File: src/rtl/fetch_pkg.sv
// ---------------------------------------------------------------------------
// fetch_pkg
//   Shared definitions for the instruction-fetch front end: default address
//   and instruction widths, the default reset PC, the PC increment between
//   sequential fetches and the {pc, inst} entry layout handed to the decoder.
//   No ports; imported by fetch_unit and fetch_fifo.
// ---------------------------------------------------------------------------
package fetch_pkg;

    // Default widths used when the top level is not overridden
    localparam int XLEN_DEF     = 32;
    localparam int ILEN_DEF     = 32;
    localparam int FQ_DEPTH_DEF = 2;

    // First fetch address after reset
    localparam logic [31:0] RESET_PC_DEF = 32'h8000_0000;

    // Sequential fetches advance by one 32-bit instruction
    localparam int PC_STEP = 4;

    // One decoded-side queue entry at the default widths; the queue stores
    // exactly this layout with pc in the upper bits and inst in the lower bits
    typedef struct packed {
        logic [XLEN_DEF-1:0] pc;
        logic [ILEN_DEF-1:0] inst;
    } fetch_entry_t;

endpackage

File: src/rtl/fetch_fifo.sv
// ---------------------------------------------------------------------------
// fetch_fifo
//   Small synchronous FIFO with a single-cycle flush. Used twice by the fetch
//   unit: once to remember the PC of every request still waiting for its
//   response, and once as the instruction queue feeding the decoder.
//   Push while full is accepted only when a pop happens in the same cycle;
//   pop while empty is ignored. Flush wins over push and pop.
//
// Parameters
//   DEPTH    number of entries (power of 2, >= 1)
//   WIDTH    entry width in bits
//
// Ports
//   clk      in   1                       clock
//   rst_n    in   1                       asynchronous reset, active low
//   flush_i  in   1                       discard every entry this cycle
//   push_i   in   1                       write wdata_i at the tail
//   wdata_i  in   WIDTH                   data to write
//   pop_i    in   1                       remove the head entry
//   rdata_o  out  WIDTH                   head entry (combinational)
//   count_o  out  $clog2(DEPTH+1)         number of valid entries
// ---------------------------------------------------------------------------
module fetch_fifo
    import fetch_pkg::*;
#(
    parameter int DEPTH = FQ_DEPTH_DEF,
    parameter int WIDTH = XLEN_DEF
) (
    input  logic                         clk,
    input  logic                         rst_n,
    input  logic                         flush_i,
    input  logic                         push_i,
    input  logic [WIDTH-1:0]             wdata_i,
    input  logic                         pop_i,
    output logic [WIDTH-1:0]             rdata_o,
    output logic [$clog2(DEPTH+1)-1:0]   count_o
);

    localparam int AW = (DEPTH > 1) ? $clog2(DEPTH) : 1;
    localparam int CW = $clog2(DEPTH + 1);

    logic [WIDTH-1:0] mem_q [DEPTH];
    logic [AW-1:0]    rdPtr_q;
    logic [AW-1:0]    wrPtr_q;
    logic [CW-1:0]    count_q;

    logic isEmpty;
    logic isFull;
    logic doPop;
    logic doPush;

    // Pointers wrap explicitly at DEPTH-1 so a single-entry FIFO stays at 0
    function automatic logic [AW-1:0] ptrInc(input logic [AW-1:0] p);
        return (p == AW'(DEPTH - 1)) ? '0 : p + AW'(1);
    endfunction

    // A push into a full FIFO is only taken when the head leaves in the same
    // cycle, which keeps the occupancy unchanged
    always_comb begin
        isEmpty = (count_q == '0);
        isFull  = (count_q == CW'(DEPTH));
        doPop   = pop_i & ~isEmpty;
        doPush  = push_i & (~isFull | doPop);
    end

    // Storage has no reset: an entry is only ever read after being written
    always_ff @(posedge clk) begin
        if (doPush && !flush_i) begin
            mem_q[wrPtr_q] <= wdata_i;
        end
    end

    // Pointer and occupancy bookkeeping; flush simply empties the FIFO
    always_ff @(posedge clk or negedge rst_n) begin
        if (!rst_n) begin
            rdPtr_q <= '0;
            wrPtr_q <= '0;
            count_q <= '0;
        end else if (flush_i) begin
            rdPtr_q <= '0;
            wrPtr_q <= '0;
            count_q <= '0;
        end else begin
            if (doPush) begin
                wrPtr_q <= ptrInc(wrPtr_q);
            end
            if (doPop) begin
                rdPtr_q <= ptrInc(rdPtr_q);
            end
            if (doPush && !doPop) begin
                count_q <= count_q + CW'(1);
            end else if (doPop && !doPush) begin
                count_q <= count_q - CW'(1);
            end
        end
    end

    assign rdata_o = mem_q[rdPtr_q];
    assign count_o = count_q;

endmodule

File: src/rtl/fetch_unit.sv
// ---------------------------------------------------------------------------
// fetch_unit
//   Instruction-fetch front end. Holds the fetch PC, issues in-order
//   valid/ready requests to instruction memory, keeps several fetches in
//   flight, buffers responses in a small queue and hands {pc, inst} to the
//   decoder. A redirect (jump/trap) flushes everything and restarts fetch at
//   the new PC; responses still in flight for the old path are counted and
//   discarded when they arrive.
//
// Optional feature
//   IFU_PERF_CNT_EN  when defined, adds perf_fetch_cnt/perf_drop_cnt ports and
//                    the 32-bit wrapping counters behind them.
//
// Parameters
//   XLEN      address/PC width
//   ILEN      instruction width
//   RESET_PC  first fetch address after reset
//   FQ_DEPTH  in-flight + buffered fetch limit (power of 2, >= 1)
//
// Ports
//   clk             in   1     clock
//   rst_n           in   1     asynchronous reset, active low
//   req_valid       out  1     fetch request valid
//   req_ready       in   1     memory accepts request
//   req_addr        out  XLEN  fetch address
//   rsp_valid       in   1     response valid, in order, no back-pressure
//   rsp_data        in   ILEN  fetched instruction
//   inst_valid      out  1     queue head valid to decoder
//   inst_ready      in   1     decoder consumes head
//   inst            out  ILEN  head instruction
//   inst_pc         out  XLEN  head PC
//   redirect_valid  in   1     flush and restart fetch
//   redirect_pc     in   XLEN  new fetch PC
//   perf_fetch_cnt  out  32    responses enqueued     (IFU_PERF_CNT_EN only)
//   perf_drop_cnt   out  32    responses discarded    (IFU_PERF_CNT_EN only)
// ---------------------------------------------------------------------------
module fetch_unit
    import fetch_pkg::*;
#(
    parameter int              XLEN     = XLEN_DEF,
    parameter int              ILEN     = ILEN_DEF,
    parameter logic [XLEN-1:0] RESET_PC = XLEN'(RESET_PC_DEF),
    parameter int              FQ_DEPTH = FQ_DEPTH_DEF
) (
    input  logic            clk,
    input  logic            rst_n,
    output logic            req_valid,
    input  logic            req_ready,
    output logic [XLEN-1:0] req_addr,
    input  logic            rsp_valid,
    input  logic [ILEN-1:0] rsp_data,
    output logic            inst_valid,
    input  logic            inst_ready,
    output logic [ILEN-1:0] inst,
    output logic [XLEN-1:0] inst_pc,
    input  logic            redirect_valid,
    input  logic [XLEN-1:0] redirect_pc
`ifdef IFU_PERF_CNT_EN
    ,
    output logic [31:0]     perf_fetch_cnt,
    output logic [31:0]     perf_drop_cnt
`endif
);

    localparam int CW = $clog2(FQ_DEPTH + 1);
    localparam int SW = CW + 2;
    localparam int EW = XLEN + ILEN;

    logic [XLEN-1:0] fetchPc_q;
    logic [XLEN-1:0] fetchPc_d;
    logic [CW-1:0]   drop_q;
    logic [CW-1:0]   drop_d;

    logic [CW-1:0]   pcCount;
    logic [XLEN-1:0] pcHead;
    logic [CW-1:0]   qCount;
    logic [EW-1:0]   qHead;

    logic [SW-1:0]   creditUsed;
    logic            reqFire;
    logic            rspAccept;
    logic            rspDiscard;
    logic            instFire;

    // Every slot is accounted for once: requests waiting for a response (the
    // PC FIFO occupancy), entries buffered for the decoder, and old-path
    // responses still to be thrown away. A new request is only issued while
    // that total leaves room, so the queue can never overflow. Holding
    // req_valid low during reset keeps memory idle before the first fetch.
    always_comb begin
        creditUsed = SW'(pcCount) + SW'(qCount) + SW'(drop_q);
        req_valid  = rst_n & ~redirect_valid & (creditUsed < SW'(FQ_DEPTH));
        req_addr   = fetchPc_q;
        reqFire    = req_valid & req_ready;
    end

    // Responses arrive in order, so while old-path responses are pending the
    // next one must be one of them. A redirect discards whatever arrives in
    // the same cycle, and also cancels a decoder handshake in that cycle.
    always_comb begin
        rspDiscard = rsp_valid & (redirect_valid | (drop_q != '0));
        rspAccept  = rsp_valid & ~redirect_valid & (drop_q == '0);
        inst_valid = (qCount != '0);
        instFire   = inst_valid & inst_ready & ~redirect_valid;
        inst_pc    = qHead[EW-1:ILEN];
        inst       = qHead[ILEN-1:0];
    end

    // On redirect all in-flight requests become drops; the response in this
    // same cycle (if any) retires one of them, whether it came from the old
    // drop backlog or from the outstanding set
    always_comb begin
        fetchPc_d = fetchPc_q;
        drop_d    = drop_q;
        if (redirect_valid) begin
            fetchPc_d = redirect_pc;
            drop_d    = drop_q + pcCount - CW'(rsp_valid);
        end else begin
            if (reqFire) begin
                fetchPc_d = fetchPc_q + XLEN'(PC_STEP);
            end
            if (rspDiscard) begin
                drop_d = drop_q - CW'(1);
            end
        end
    end

    // Fetch PC and drop backlog registers
    always_ff @(posedge clk or negedge rst_n) begin
        if (!rst_n) begin
            fetchPc_q <= RESET_PC;
            drop_q    <= '0;
        end else begin
            fetchPc_q <= fetchPc_d;
            drop_q    <= drop_d;
        end
    end

    // PC of each request in flight, written when memory accepts the request
    // and read back when its response is enqueued; its occupancy is the
    // outstanding-request count, and a flush moves those requests to drop
    fetch_fifo #(
        .DEPTH (FQ_DEPTH),
        .WIDTH (XLEN)
    ) u_pc_fifo (
        .clk     (clk),
        .rst_n   (rst_n),
        .flush_i (redirect_valid),
        .push_i  (reqFire),
        .wdata_i (fetchPc_q),
        .pop_i   (rspAccept),
        .rdata_o (pcHead),
        .count_o (pcCount)
    );

    // Instruction queue of {pc, inst} entries presented to the decoder
    fetch_fifo #(
        .DEPTH (FQ_DEPTH),
        .WIDTH (EW)
    ) u_inst_queue (
        .clk     (clk),
        .rst_n   (rst_n),
        .flush_i (redirect_valid),
        .push_i  (rspAccept),
        .wdata_i ({pcHead, rsp_data}),
        .pop_i   (instFire),
        .rdata_o (qHead),
        .count_o (qCount)
    );

`ifdef IFU_PERF_CNT_EN
    logic [31:0] perfFetchCnt_q;
    logic [31:0] perfDropCnt_q;

    // Free-running event counters; they wrap silently at 2^32
    always_ff @(posedge clk or negedge rst_n) begin
        if (!rst_n) begin
            perfFetchCnt_q <= '0;
            perfDropCnt_q  <= '0;
        end else begin
            if (rspAccept) begin
                perfFetchCnt_q <= perfFetchCnt_q + 32'd1;
            end
            if (rspDiscard) begin
                perfDropCnt_q <= perfDropCnt_q + 32'd1;
            end
        end
    end

    assign perf_fetch_cnt = perfFetchCnt_q;
    assign perf_drop_cnt  = perfDropCnt_q;
`else
    // Performance counters not built
`endif

endmodule

File: config.mk
export PLATFORM = sky130hd
export DESIGN_NAME = fetch_unit
export DESIGN_NICKNAME = d
export VERILOG_FILES = /design/src/rtl/fetch_pkg.sv /design/src/rtl/fetch_fifo.sv /design/src/rtl/fetch_unit.sv
export SDC_FILE = /design/constraint.sdc
export NUM_CORES = 1
export LEC_CHECK = 0
export ABC_CLOCK_PERIOD_IN_PS = 10300
export CORE_MARGIN = 3
export CORE_UTILIZATION = 55
export CTS_CLUSTER_DIAMETER = 100
export CTS_CLUSTER_SIZE = 40
export DETAILED_ROUTE_END_ITERATION = 10
export PLACE_DENSITY = 0.94
export SLEW_MARGIN = 0
export SYNTH_ARGS = -nofsm -noshare
export SYNTH_HDL_FRONTEND = slang
export SYNTH_SLANG_ARGS = --single-unit
File: constraint.sdc
create_clock -name clk -period 10.3 [get_ports clk]
set_input_delay 2.06 -clock clk [delete_from_list [all_inputs] [get_ports clk]]
set_output_delay 2.06 -clock clk [all_outputs]
set_load 0.01 [all_outputs]
==> results.toml, run 1 <==
[floorplan]
die_w_um = 137.0
die_y_um = 137.0
core_um2 = 16700
start_util = 0.5651
ios = 168
rows = 47
die-area_um2 = 18770

[route]
firstDrtPassIters = 5
ant_nets = 0
wirelength_mm = 19.67
drt_iter0_markers = 603
avgViaCountPerCell = 5.834
via_count = 5665
wl_per_cell_um = 20.25
drc = 0

[pwr]
total_power_uw = 1980
peakVddDrop_mv = 0.1345
swShare = 0.2520
p_leak_uw = 0.003904
p_int_uw = 1481
power_frac_clock = 0.212
p_switching_uw = 499.0
cellPowerDensity_nw_per_um2 = 170.9
pwr-share-comb = 0.200
p_seq_frac = 0.587

[yosys]
synth-seq-cells = 234
synth_edf_count = 192
yosysTopAreaCellShare = 0.6109
avgSynthCellArea_um2 = 16.08
synthFlopType = "edfxtp_1"
syn_nets = 665
ys_top_cells_by_count = "edfxtp_1 (192), mux2_2 (100), nand2_1 (44)"
synth_top_family_by_area = "multiplexers"
synth_top_area_cell = "edfxtp_1"
synthAdderAreaFrac = 0.01140
synth_mux_area_frac = 0.1204
synth-async-reset-ratio = 0.1795
synthCells = 587
yosys.area_share.simple = 0.06735
netlist_area_um2 = 9438
synth_area_leaders = "edfxtp_1 (61%), mux2_2 (12%), dfrtp_1 (11%)"
synthXorXnorAreaFrac = 0.01578
synthMostInstantiatedCell = "edfxtp_1"
seq_area_frac_synth = 0.7224
synth_compound_area_frac = 0.04812
ys.warnings.count = 0
yosysUniqueCellTypes = 48

[sta]
fin_crit_ns = 5.953
min_period_over_period = 0.5779
finalSetupViolations = 0
tightest_slew_ns = 1.002
grt_setup_unrepaired = "no"
relSlewSlack = 0.3303
finalClockSkew_ns = 0.02161
drv_slew = 0
finalHoldViolations = 0
fin_tns_setup_ns = 0
fmax_mhz = 168.0
setup_slack_ns = 4.347

[clock_network]
clk_latency_ns = 0.48
cts.sinks = 234
cts_tree = "built"
post_cts.repair.setup_buffers = 0
hold_buffers = 0
htree_num_levels = 1
numCtsBuffers = 9
cts_resized = 0
root_buffer = "clkbuf_16"
clk_pin_slew_ns = 0.13
clockBufferDepth = 3

[final_layout]
nets = 827
area_growth_pct = 22.79
fin_area_um2 = 11590
layout-drive-gt1-share = 0.1744
diodes = 0
final_cells = 971

[global_routing]
grt_usage = 0.2047
antenna_found_initial = 0
grt_max_degree = 66
grt_pass1_wl_mm = 30.14
use_met2 = 0.3572
overflow = 0
grt_use_met1 = 0.2636
grt.busiest_layer = "met2"
met3_usage = 0.04669
grt_pass1_vias = 5704

[placement]
dpl_cell_area_um2 = 11350
routabilityCongestion = 0.8626
dp_slack_ns = 4.332
hpwl_mm = 13.16
port_buffers = 167
dpl.cell_count = 958

[min_path]
hold_path_depth = 0
hold_class = "flop to flop"

[worst_setup_path]
reg2reg_depth = 8
criticalPathCategory = "input pin to output pin"
crit_required_ns = 8.24
worstSetupStartpointType = "input pin"
path_max_fanout = 44
endpoint_kind = "output pin"
cp.arrival_ns = 3.89

[status]
status = "finished clean"

[job]
cap_violations = 0
==> layout by cell type, fill, tap and decap left out, drive strengths merged, types with 5 or more instances in the layout <==
cell	count
a211oi	5
inv	14
a21oi	6
nand3	18
dfrtp	41
nand4	12
clkbuf	11
nand2	45
nor3	8
o311ai	9
xor2	7
buf	7
mux2	100
edfxtp	192
ha	7
o21ai	20
xnor2	10
o211ai	11
clkdlybuf4s50	165
nor2	21
==> metrics by stage <==
step | hold slack (ns) | util
floorplan | 0.5191 | -
global placement | 0.4988 | 0.6794
detailed placement | 0.4871 | 0.6794
CTS | 0.5187 | 0.6939
global route | 0.5474 | 0.6939
finish | 0.5226 | 0.6939
==> critical path: stages <==
cell and delay [ns]:
buf_2 0.74, nor4b_2 0.37, and2_1 0.16, clkdlybuf4s50_1 0.53
==> cell families after synthesis <==
group	after synthesis
muxes	101
xor gates and xnor gates	17
AOI/OAI and AO/OA	67
and+or+nand+nor	125
DFF	234
buffers and inverters	35
adders and majority gates	8
==> power by group through the flow <==
stage / registers, uW / logic (uW) / clock network (uW)
after floorplan: 1170 / 198 / 0
after CTS: 1160 / 400 / 428
after global placement: 1180 / 376 / 0
final: 1160 / 396 / 421
after detailed placement: 1180 / 396 / 0
after global routing: 1170 / 427 / 461
==> registers in the layout, summed over array words and instances (netlist names) <==
register	count
u_pc_fifo.wrPtr_q	1
drop_q	2
req_addr	32
u_pc_fifo.count_o	2
u_pc_fifo.mem_q	64
u_inst_queue.count_o	2
u_inst_queue.wrPtr_q	1
u_pc_fifo.rdPtr_q	1
u_inst_queue.mem_q	128
u_inst_queue.rdPtr_q	1
==> metal layers <==
layer | wire [um] | vias up | share of wire
met5 | 0 | - | 0
met4 | 374 | 0 | 0.019
met3 | 1875 | 44 | 0.095
met2 | 9789 | 304 | 0.50
met1 | 7625 | 2767 | 0.39
li1 | - | 2550 | -
==> final timing paths <==
kind                                                  startpoint                          endpoint  slack (ns)
worst min register to register           req_addr[0]$_DFFE_PN0P_   u_pc_fifo.mem_q[1][0]$_DFFE_PP_        0.52
worst max-delay path                                       rst_n                         req_valid        4.35
worst max register to register  u_pc_fifo.count_o[1]$_DFFE_PN0P_  u_pc_fifo.mem_q[0][17]$_DFFE_PP_        6.40
max in group asynchronous                                  rst_n  u_inst_queue.rdPtr_q$_DFFE_PN0P_        7.89
min in group asynchronous                                  rst_n             drop_q[1]$_DFFE_PN0P_        1.73
worst min-delay path                     req_addr[0]$_DFFE_PN0P_   u_pc_fifo.mem_q[1][0]$_DFFE_PP_        0.52
==> cell type report <==
type	instances	area, um2
Inverter	14	52.55
Multi-Input combinational cell	318	2500
Clock buffer	11	232.7
Timing Repair Buffer	172	1699
Clock inverter	2	10.01
Tap cell	220	275.3
Sequential cell	234	6819
Fill cell	1057	5112
No activity file was read; power rests on OpenSTA's default activity.
==> run 2: changes to the inputs <==
--- a/config.mk
+++ b/config.mk
@@ -5,13 +5,13 @@
 export SDC_FILE = /design/constraint.sdc
 export NUM_CORES = 1
 export LEC_CHECK = 0
-export ABC_CLOCK_PERIOD_IN_PS = 10300
+export ABC_CLOCK_PERIOD_IN_PS = 5200
 export CORE_MARGIN = 3
-export CORE_UTILIZATION = 55
+export CORE_UTILIZATION = 47
 export CTS_CLUSTER_DIAMETER = 100
 export CTS_CLUSTER_SIZE = 40
 export DETAILED_ROUTE_END_ITERATION = 10
-export PLACE_DENSITY = 0.94
+export PLACE_DENSITY = 0.86
 export SLEW_MARGIN = 0
 export SYNTH_ARGS = -nofsm -noshare
 export SYNTH_HDL_FRONTEND = slang
==> constraint.sdc (replaced) <==
create_clock -name clk -period 5.2 [get_ports clk]
set_input_delay 1.04 -clock clk [delete_from_list [all_inputs] [get_ports clk]]
set_output_delay 1.04 -clock clk [all_outputs]
set_load 0.01 [all_outputs]
==> results.toml, run 2 (synthesis results as in run 1) <==
[clock_network]
post_cts.repair.setup_buffers = 0
htree_num_levels = 1
clk_latency_ns = 0.48
clockBufferDepth = 3
cts_resized = 0
root_buffer = "clkbuf_16"
clk_pin_slew_ns = 0.14
cts_tree = "built"
numCtsBuffers = 9
cts.sinks = 234
hold_buffers = 0

[final_layout]
most-common-layout-cells = "edfxtp_1 (192), clkdlybuf4s50_1 (165), mux2_2 (100)"
diodes = 0
largest_reg_flops = 128
regMostFlops = "u_inst_queue.mem_q"
nets = 828
fin_area_um2 = 11670
multi_input_area_um2 = 2501
area_growth_pct = 23.62
layout_commonest_cell = "edfxtp_1"
regArea_um2 = 6819
layout-drive-gt1-share = 0.1742
fill_cells = 1520

[worst_setup_path]
reg2reg_slack_ns = 1.38
cpMostUsedCell = "inv_1"
crit_required_ns = 4.16
path_max_fanout = 6
endpoint_kind = "output pin"
criticalPathCategory = "flop to output pin"
crit_buf_inv = 3
crit_path_top_delay_cell = "clkdlybuf4s50_1"
worstSetupStartpointType = "flop"
crit_path_cell_trace = "inv_1 > fa_1 > inv_1 > ha_1 > nor4b_2 > and2_1 > clkdlybuf4s50_1"
cp_top_family = "adder cells"
cp.arrival_ns = 2.92
critPathMaxStageDelay_ns = 0.54

[global_routing]
overflow = 0
grt_pass1_wl_mm = 29.86
grt_pass1_vias = 5430
grt_usage = 0.1710
grt_max_degree = 65
antenna_found_initial = 0

[placement]
port_buffers = 167
routabilityCongestion = 0.8434
hpwl_mm = 13.12
dpl_cell_area_um2 = 11420

[floorplan]
ios = 168
die_w_um = 147.7
die-area_um2 = 21820
core_um2 = 19590
die_y_um = 147.7
rows = 51
start_util = 0.4818

[pwr]
peakVddDrop_mv = 0.2205
power_frac_clock = 0.214
p_switching_uw = 970.9
p_int_uw = 2937
swShare = 0.2484
p_seq_frac = 0.591
cellPowerDensity_nw_per_um2 = 335.0
p_leak_uw = 0.003904
pwr-share-comb = 0.195

[status]
status = "finished clean"

[min_path]
hold_class = "input pin to asynchronous set/reset pin"

[sta]
finalClockSkew_ns = 0.02437
relSlewSlack = 0.3632
fmax_mhz = 252.4
tightest_slew_ns = 0.9532
fin_crit_ns = 3.962
grt_setup_unrepaired = "no"
fin_tns_setup_ns = 0
finalSetupViolations = 0
drv_slew = 0
finalHoldViolations = 0
min_period_over_period = 0.7619

[route]
drt_iter0_markers = 312
wirelength_mm = 19.18
avgViaCountPerCell = 5.419
wl_per_cell_um = 18.86
drc = 0
via_count = 5511
ant_nets = 0
firstDrtPassIters = 5

[job]
cap_violations = 0
-- run 2: cell types whose count changed in the layout (fill, tap and decap cells not counted) --
cell | before | now
clkinvlp_4 | 0 | 1
buf_12 | 0 | 1
and2_4 | 0 | 1
clkinv_2 | 2 | 0
clkbuf_1 | 2 | 3
and2_2 | 2 | 1
-- run 2: layout make-up --
cell class,instances,share of cell area
Clock buffer,12,0.02027
Clock inverter,1,0.0006434
Inverter,14,0.004504
Multi-Input combinational cell,318,0.2144
Sequential cell,234,0.5845
Tap cell,265,0.02842
Timing Repair Buffer,173,0.1473
-- run 2: routing by layer --
metal / GRT usage / part of all wire / up-vias
met5: 0 / 0 / -
met1: 0.2303 / 0.41 / 2752
met2: 0.2975 / 0.51 / 183
li1: - / - / 2556
met3: 0.02851 / 0.065 / 20
met4: 0.03355 / 0.016 / 0
-- run 2: stage by stage --
step / utilization / hold slack [ns] / setup slack [ns] / power (uW) / instances
final: 0.5956 / 0.4224 / 1.238 / 3908 / 1017
after global routing: 0.5956 / 0.4189 / 1.074 / 4070 / 1017
after CTS: 0.5956 / 0.4211 / 1.250 / 3939 / 1017
after detailed placement: 0.5831 / 0.4924 / 1.400 / 3121 / 1004
after global placement: 0.5831 / 0.4885 / 1.516 / 3099 / 1004
after floorplan: - / 0.5191 / 0.1605 / 2717 / 587
-- run 2: worst paths after layout --
check,from,endpoint,cells after the start
worst max-delay path,u_pc_fifo.count_o[1]$_DFFE_PN0P_,req_valid,7
worst min register to register,req_addr[0]$_DFFE_PN0P_,u_pc_fifo.mem_q[0][0]$_DFFE_PP_,0
worst min-delay path,rst_n,req_addr[5]$_DFFE_PN0P_,1
max in group asynchronous,rst_n,req_addr[31]$_DFFE_PN1P_,2
min in group clk,req_addr[0]$_DFFE_PN0P_,u_pc_fifo.mem_q[0][0]$_DFFE_PP_,0
worst max register to register,u_pc_fifo.count_o[1]$_DFFE_PN0P_,u_pc_fifo.mem_q[0][11]$_DFFE_PP_,8
-- run 2: power groups by stage --
stage	sequential, uW	combinational (uW)	clock (uW)
after floorplan	2330	391	0
after global placement	2340	757	0
after detailed placement	2350	770	0
after CTS	2310	775	855
after global routing	2330	825	916
final	2310	763	836
